[src/rtl/pipeline_credit_fifo_if.sv]
// Handshake bundle for pipeline_credit_fifo: issue credit port, pipeline result strobe, ready/valid output.
interface pipeline_credit_fifo_if #(
  parameter int DATA_W = 32
);
  logic              issue_valid;
  logic              issue_ready;
  logic              pipe_valid;
  logic [DATA_W-1:0] pipe_data;
  logic              out_valid;
  logic [DATA_W-1:0] out_data;
  logic              out_ready;

  modport master (
    output issue_valid, pipe_valid, pipe_data, out_ready,
    input  issue_ready, out_valid, out_data
  );

  modport slave (
    input  issue_valid, pipe_valid, pipe_data, out_ready,
    output issue_ready, out_valid, out_data
  );
endinterface

[src/rtl/pipeline_credit_fifo.sv]
// Credit-gated result FIFO behind a fixed-latency pipeline; optional stall counter
// enabled by defining PIPE_CREDIT_FIFO_STATS_EN.
module pipeline_credit_fifo #(
  parameter  int DATA_W = 32,
  parameter  int DEPTH  = 32,
  localparam int CNT_W  = $clog2(DEPTH + 1)
) (
  input  logic                 clk,
  input  logic                 rst,
  pipeline_credit_fifo_if.slave bus,
  output logic [CNT_W-1:0]     credit_cnt,
  output logic [CNT_W-1:0]     fifo_cnt,
  output logic                 overflow_err
`ifdef PIPE_CREDIT_FIFO_STATS_EN
  ,
  output logic [31:0]          issue_stall_cnt
`endif
);

  localparam int PTR_W = (DEPTH > 1) ? $clog2(DEPTH) : 1;

  logic [DATA_W-1:0] mem [DEPTH];
  logic [PTR_W-1:0]  rd_ptr, wr_ptr;
  logic [CNT_W-1:0]  credit_nxt, fifo_nxt;
  logic              issue, pop, full, write, drop;

  assign bus.issue_ready = (credit_cnt != '0);
  assign bus.out_valid   = (fifo_cnt != '0);
  assign bus.out_data    = mem[rd_ptr];

  assign issue = bus.issue_valid && bus.issue_ready;
  assign pop   = bus.out_valid && bus.out_ready;
  assign full  = (fifo_cnt == CNT_W'(DEPTH));
  assign write = bus.pipe_valid && (!full || pop);
  assign drop  = bus.pipe_valid && full && !pop;

  always_comb begin
    credit_nxt = credit_cnt;
    // Returned credits never exceed DEPTH, even if upstream broke the protocol.
    if (pop && !issue && credit_cnt != CNT_W'(DEPTH))
      credit_nxt = credit_cnt + CNT_W'(1);
    else if (issue && !pop)
      credit_nxt = credit_cnt - CNT_W'(1);
  end

  always_comb begin
    fifo_nxt = fifo_cnt;
    if (write && !pop)
      fifo_nxt = fifo_cnt + CNT_W'(1);
    else if (!write && pop)
      fifo_nxt = fifo_cnt - CNT_W'(1);
  end

  always_ff @(posedge clk or posedge rst) begin
    if (rst) begin
      credit_cnt   <= CNT_W'(DEPTH);
      fifo_cnt     <= '0;
      rd_ptr       <= '0;
      wr_ptr       <= '0;
      overflow_err <= 1'b0;
    end else begin
      credit_cnt <= credit_nxt;
      fifo_cnt   <= fifo_nxt;
      if (write)
        wr_ptr <= (wr_ptr == PTR_W'(DEPTH - 1)) ? '0 : wr_ptr + PTR_W'(1);
      if (pop)
        rd_ptr <= (rd_ptr == PTR_W'(DEPTH - 1)) ? '0 : rd_ptr + PTR_W'(1);
      if (drop)
        overflow_err <= 1'b1;
    end
  end

  always_ff @(posedge clk) begin
    if (write)
      mem[wr_ptr] <= bus.pipe_data;
  end

`ifdef PIPE_CREDIT_FIFO_STATS_EN
  always_ff @(posedge clk or posedge rst) begin
    if (rst)
      issue_stall_cnt <= '0;
    else if (bus.issue_valid && !bus.issue_ready && issue_stall_cnt != '1)
      issue_stall_cnt <= issue_stall_cnt + 32'd1;
  end
`endif

endmodule
[src/flat_wrapper.sv]
// flat-port wrapper written by rule: the top's interface ports become plain ports
module pipeline_credit_fifo_flat 
#(
  parameter  int DATA_W = 32,
  parameter  int DEPTH  = 32,
  localparam int CNT_W  = $clog2(DEPTH + 1)
)
  (clk, rst, credit_cnt, fifo_cnt, overflow_err, bus_issue_valid, bus_pipe_valid, bus_pipe_data, bus_out_ready, bus_issue_ready, bus_out_valid, bus_out_data);
  pipeline_credit_fifo_if #(.DATA_W(DATA_W)) bus_i ();
  input  logic clk;
  input  logic rst;
  output logic [CNT_W-1:0] credit_cnt;
  output logic [CNT_W-1:0] fifo_cnt;
  output logic overflow_err;
  input wire logic [$bits(bus_i.issue_valid)-1:0] bus_issue_valid;
  input wire logic [$bits(bus_i.pipe_valid)-1:0] bus_pipe_valid;
  input wire logic [$bits(bus_i.pipe_data)-1:0] bus_pipe_data;
  input wire logic [$bits(bus_i.out_ready)-1:0] bus_out_ready;
  output wire logic [$bits(bus_i.issue_ready)-1:0] bus_issue_ready;
  output wire logic [$bits(bus_i.out_valid)-1:0] bus_out_valid;
  output wire logic [$bits(bus_i.out_data)-1:0] bus_out_data;
  assign bus_i.issue_valid = bus_issue_valid;
  assign bus_i.pipe_valid = bus_pipe_valid;
  assign bus_i.pipe_data = bus_pipe_data;
  assign bus_i.out_ready = bus_out_ready;
  assign bus_issue_ready = bus_i.issue_ready;
  assign bus_out_valid = bus_i.out_valid;
  assign bus_out_data = bus_i.out_data;
  pipeline_credit_fifo #(.DATA_W(DATA_W), .DEPTH(DEPTH)) u_core (.clk(clk), .rst(rst), .bus(bus_i), .credit_cnt(credit_cnt), .fifo_cnt(fifo_cnt), .overflow_err(overflow_err));
endmodule
[config.mk]
export PLATFORM = sky130hd
export DESIGN_NAME = pipeline_credit_fifo_flat
export DESIGN_NICKNAME = d
export VERILOG_FILES = /design/src/rtl/pipeline_credit_fifo_if.sv /design/src/rtl/pipeline_credit_fifo.sv /design/src/flat_wrapper.sv
export SDC_FILE = /design/constraint.sdc
export NUM_CORES = 1
export LEC_CHECK = 0
export ABC_CLOCK_PERIOD_IN_PS = 4000
export BUFFER_PORTS_ARGS = -buffer_cell sky130_fd_sc_hd__buf_2
export CAP_MARGIN = 10
export CORE_MARGIN = 4
export CORE_UTILIZATION = 39
export CTS_CLUSTER_SIZE = 28
export DETAILED_ROUTE_END_ITERATION = 8
export PLACE_DENSITY_LB_ADDON = 0.12
export SYNTH_ARGS = -nofsm -noshare
export SYNTH_HDL_FRONTEND = slang
export SYNTH_SLANG_ARGS = --single-unit
[constraint.sdc]
create_clock -name clk -period 4 [get_ports clk]
set_clock_uncertainty 0.05 [all_clocks]
set_input_delay 0.4 -clock clk [delete_from_list [all_inputs] [get_ports clk]]
set_output_delay 0.4 -clock clk [all_outputs]
set_load 0.01 [all_outputs]
-- Word-level counts from Yosys, hierarchy flattened
Memory sizes are Yosys's and may differ from the RTL's.
Index checks and enable logic that the tools add are counted.
- add/subtract/negate cells: 6
- eq/ne operators: 4
- mux-type cells: 8
- reduce and logical (&&, ||, !) cells: 19
- operator list (cell ; number):
    $mux W6 ; 4
    $add A6 B1 Y6 const B ; 2
    $reduce_bool A6 Y1 ; 2
    $sub A6 B1 Y6 const B ; 2
    $add A5 B1 Y5 const B ; 2
    $eq A5 B5 Y1 const B ; 2
    $logic_and A1 B1 Y1 ; 10
    $mux W5 ; 2
    $eq A6 B6 Y1 const B ; 1
    $ne A6 B6 Y1 const B ; 1
    $logic_not A1 Y1 ; 4
    $reduce_bool A2 Y1 ; 2
    $mux W1 ; 2
    $logic_or A1 B1 Y1 ; 1
- bits in registers: 23
- memory bits (writable): 1024
- input bits: 37
- output and inout port bits: 47
- word-level logic and storage cells: 43
- memories: 1
- memories (memory ; words ; bits a word ; rd ports ; clocked after Yosys merged registers in ; write ports ; line ; RTL):
    u_core.mem ; 32 ; 32 ; 1 ; 0 ; 1 ; pipeline_credit_fifo.sv:22 ; logic [DATA_W-1:0] mem [DEPTH];

-- Depth between registers and ports, before layout
- depth in word-level cells: 8
- mapped depth: 12
- mapped depth without buffers: 11

-- Worst setup path before layout
OpenSTA, ideal clock, no wires.
- kind: reg2reg
- start: register u_core.fifo_cnt[0]
- end: register u_core.fifo_cnt[5]
- setup time: 0.080 ns
- arrival: 3.073 ns
- data required time: 3.870 ns
- slack: 0.797 ns
- stages on the path, launching flop included: 13
- path buffers: 1
- period minus slack after synthesis: 3.203 ns
- cell sequence: dfrtp_1 -> or4_1 -> o31a_1 -> inv_1 -> buf_2 -> ha_1 -> inv_1 -> ha_1 -> nand2_1 -> o21ai_0 -> mux2i_1 -> a211oi_1 -> xnor2_1
- cells in the longest elaborated chain, start to end: 7
- elaborated cells between the ends (all ways): 15
- classes of those cells: add/sub: 2; eq/ne: 1; mux: 2; reduce/logical: 10
- ends and longest elaborated chain (item ; line ; RTL):
    start: declaration ; pipeline_credit_fifo.sv:12 ; output logic [CNT_W-1:0] fifo_cnt,
    start signal: assignment ; pipeline_credit_fifo.sv:63 ; fifo_cnt <= fifo_nxt;
    parallel branches: the longest is 7 deep, another holds $sub A6 B1 Y6 ; n/a ;
Several ways; the timed one is not identified. The select of a mux whose other input is x is not followed.
A chain may end at the register's enable or synchronous reset.

-- Final worst setup path
- start: register u_core.rd_ptr[0]
- end: output port bus_out_data[24]
- cells in the longest elaborated chain, start to end: 1
- ends and longest elaborated chain (item ; line ; RTL):
    start: declaration ; pipeline_credit_fifo.sv:23 ; logic [PTR_W-1:0] rd_ptr, wr_ptr;
    start signal: assignment ; pipeline_credit_fifo.sv:67 ; rd_ptr <= (rd_ptr == PTR_W'(DEPTH - 1)) ? '0 : rd_ptr + PTR_W'(1);
    $mem_v2 Z32 W32 ; n/a ;
    end: declaration ; flat_wrapper.sv:21 ; output wire logic [$bits(bus_i.out_data)-1:0] bus_out_data;
Every way passes these cells.

==> flow_metrics.env <==
export IMPL_crit_chain="buf_12 > buf_12 > mux4_2 > mux4_2 > mux2_2 > buf_2"
export IMPL_antenna_left=0
export IMPL_io_buffers=83
export IMPL_htreeDepth=3
export IMPL_cts_buffers=111
export IMPL_cts_num_sinks=1047
export IMPL_grt_max_degree=58
export IMPL_regArea_um2=31340
export IMPL_drc=0
export IMPL_fin_tns_setup_ps=0
export IMPL_wl_um=100500
export IMPL_ys_seq_area_share_pct=77.50
export IMPL_synth_commonest_cells="edfxtp_1 (1,024), mux4_2 (320), nor2_1 (39), mux2_2 (37), clkbuf_1 (34)"
export IMPL_syn_num_nets=1708
export IMPL_grt_pass1_wl_um=145500
export IMPL_clock_latency_ps=700
export IMPL_p_per_area_nw_per_um2=665.4
export IMPL_report_power_total_uw=31130
export IMPL_coreArea_um2=102300
export IMPL_synth_area_per_cell_um2=24.45
export IMPL_use_met2_pct=30.87
export IMPL_ir_drop_mv=0.4017
export IMPL_top_usage_layer="met2"
export IMPL_fp_dieH_um=329.9
export IMPL_rsz0062_at_grt="no"
export IMPL_outcome="finished, final reports clean"
export IMPL_pin_count=84
export IMPL_worstPathMaxFanout=22
export IMPL_antennaDiodeCount=0
export IMPL_cts_root_buf="clkbuf_16"
export IMPL_first_global_vias=19528
export IMPL_worst_pin_slew_ps=1229
export IMPL_ys_warn_count=0
export IMPL_drtIter0Drc=1677
export IMPL_yosysUniqueCellTypes=43
export IMPL_nets=1894
export IMPL_hpwl_um=55580
export IMPL_post_route_min_period_ps=3869
export IMPL_cts_tree="yes"
export IMPL_slew_headroom_pct=18.04
export IMPL_cts_clk_slew_worst_paths_ps=60
export IMPL_initial_core_util_pct=39.50
export IMPL_crit_required_ps=3550
export IMPL_drv_cap=0
export IMPL_route_vias_total=18239
export IMPL_synthFlopType="edfxtp_1"
export IMPL_wl_per_cell_um=30.47
export IMPL_arrival_ps=3420
export IMPL_end_kind="output pin"
export IMPL_power_leakage_uw=0.01459
export IMPL_rows=117
export IMPL_syn2layout_area_growth_pct=15.73
export IMPL_finalSetupViolCount=0
export IMPL_clk_path_buf_depth=3
export IMPL_synth_cells=1653
export IMPL_async_flop_share_pct=2.197
export IMPL_drive_above_1_share_pct=36.58
export IMPL_routed_via_density=5.530
export IMPL_finalWeightedCongestion=0.7405
export IMPL_yosys_area_top_type="edfxtp_1"
export IMPL_synth_most_common_cell="edfxtp_1"
export IMPL_use_met3_pct=2.911
export IMPL_cp_start_kind="flop"
export IMPL_ys_top_cells_by_area="edfxtp_1 (76%), mux4_2 (18%), dfrtp_1 (1.4%), mux2_2 (1.0%), ha_1 (0.50%)"
export IMPL_synth_edf_count=1024
export IMPL_path_class="flop to output pin"
export IMPL_design_die_area_um2=108900
export IMPL_maxSlewViolCount=0
export IMPL_netlist_area_um2=40420
export IMPL_slowest_delay_ps=610
export IMPL_hold_path_class="input port to flop"
export IMPL_cts_setup_buffers=0
export IMPL_met1_usage_pct=27.16
export IMPL_grt_total_usage_pct=18.84
export IMPL_synth_top_cell_area_share_pct=76.07
export IMPL_cp_slowest_cell="dfrtp_4"
export IMPL_finalHoldViolCount=0
export IMPL_antenna_found_initial=3
export IMPL_ys_seq_elements=1047
export IMPL_n_fill_cell=8399
export IMPL_timing_fmax_mhz=258.4
export IMPL_die_w_um=329.9
export IMPL_dr_pass1_iters=5
export IMPL_multi_input_area_um2=8856
export IMPL_post_route_period_util_pct=96.74
export IMPL_gr_total_overflow=0
-- critical path: cells and delay by family (launching register included) --
kind | cells | cell delay [ps]
mux | 3 | 1380
buf+inv | 3 | 670
flops | 1 | 610
-- power breakdown --
part           leakage (uW)  internal (uW)  switching (uW)
clock               0.00171           5760            4180
combinational       0.00340           3770            4140
sequential          0.00949          12700             554
total                0.0146          22200            8880
-- metal layers --
layer | share of wire, % | vias up
li1 | - | 7519
met1 | 45 | 10111
met2 | 49 | 486
met3 | 4.5 | 123
met4 | 1.5 | 0
met5 | 0 | -
-- cell type report --
cell class              instances  share of cell area, %
flip-flops and latches       1047                  67.00
multi-input cells             511                  18.93
clock buffers                 133                  6.160
well taps                    1368                  3.659
repair buffers                156                  2.771
clock inverters                71                  1.380
inverters                      12                0.09629
-- kinds of logic (layout without fill, tap and decap cells) --
family,Yosys count,count (layout),synth area share [%]
AOI/OAI and AO/OA,37,37,0.6439
DFF,1047,1047,77.50
buffers and inverters,95,372,1.182
xor gates and xnor gates,9,9,0.1950
and+or+nand+nor,88,88,0.9720
muxes,359,359,18.91
adders and majority gates,18,18,0.5943
-- sequential cells by signal, indices dropped and copies added (netlist names) --
name	cells
u_core.fifo_cnt	6
u_core.credit_cnt	6
u_core.overflow_err	1
u_core.wr_ptr	5
u_core.rd_ptr	5
u_core.mem	1024
-- path summary, 6_finish.rpt --
path,startpoint,end,cells past startpoint,slack (ps)
max,u_core.rd_ptr[0]$_DFFE_PP0N_,bus_out_data[24],6,130
min,bus_out_ready,u_core.overflow_err$_DFFE_PP0P_,3,70
max reg2reg,u_core.fifo_cnt[0]$_DFFE_PP0P_,u_core.mem[16][4]$_DFFE_PP_,8,520
min reg2reg,u_core.overflow_err$_DFFE_PP0P_,u_core.overflow_err$_DFFE_PP0P_,1,410
max in group asynchronous,rst,u_core.rd_ptr[1]$_DFFE_PP0N_,3,2790
min in group asynchronous,rst,u_core.credit_cnt[4]$_DFFE_PP0P_,3,410
-- placed cells by master, fill, tap and decap left out, types with 18 or more instances in the layout --
master	n
mux2_2	37
nor2_4	32
clkbuf_16	112
buf_2	83
edfxtp_1	1024
clkinv_2	18
clkbuf_1	21
buf_4	44
mux4_2	320
nand2_1	25
clkinv_1	30
buf_12	26
-- through the flow --
step	setup WS [ps]	hold slack (ps)	std cells	cell area (um2)	util, %
CTS	50.84	8.441	3298	46780	45.71
global route	26.70	52.52	3298	46780	45.71
finish	130.5	69.55	3298	46780	45.71
detailed placement	532.9	399.8	3091	43220	42.24
floorplan	797.5	351.2	1653	40420	-
global placement	602.9	394.4	3091	43220	42.24
-- repair_timing --
action	4_1_cts	5_1_grt
endpoints found under the setup margin	0	0
endpoints found under the hold margin	26	0
hold buffers	3	0
resized for setup	0	0
No activity file was read; power rests on OpenSTA's default activity.
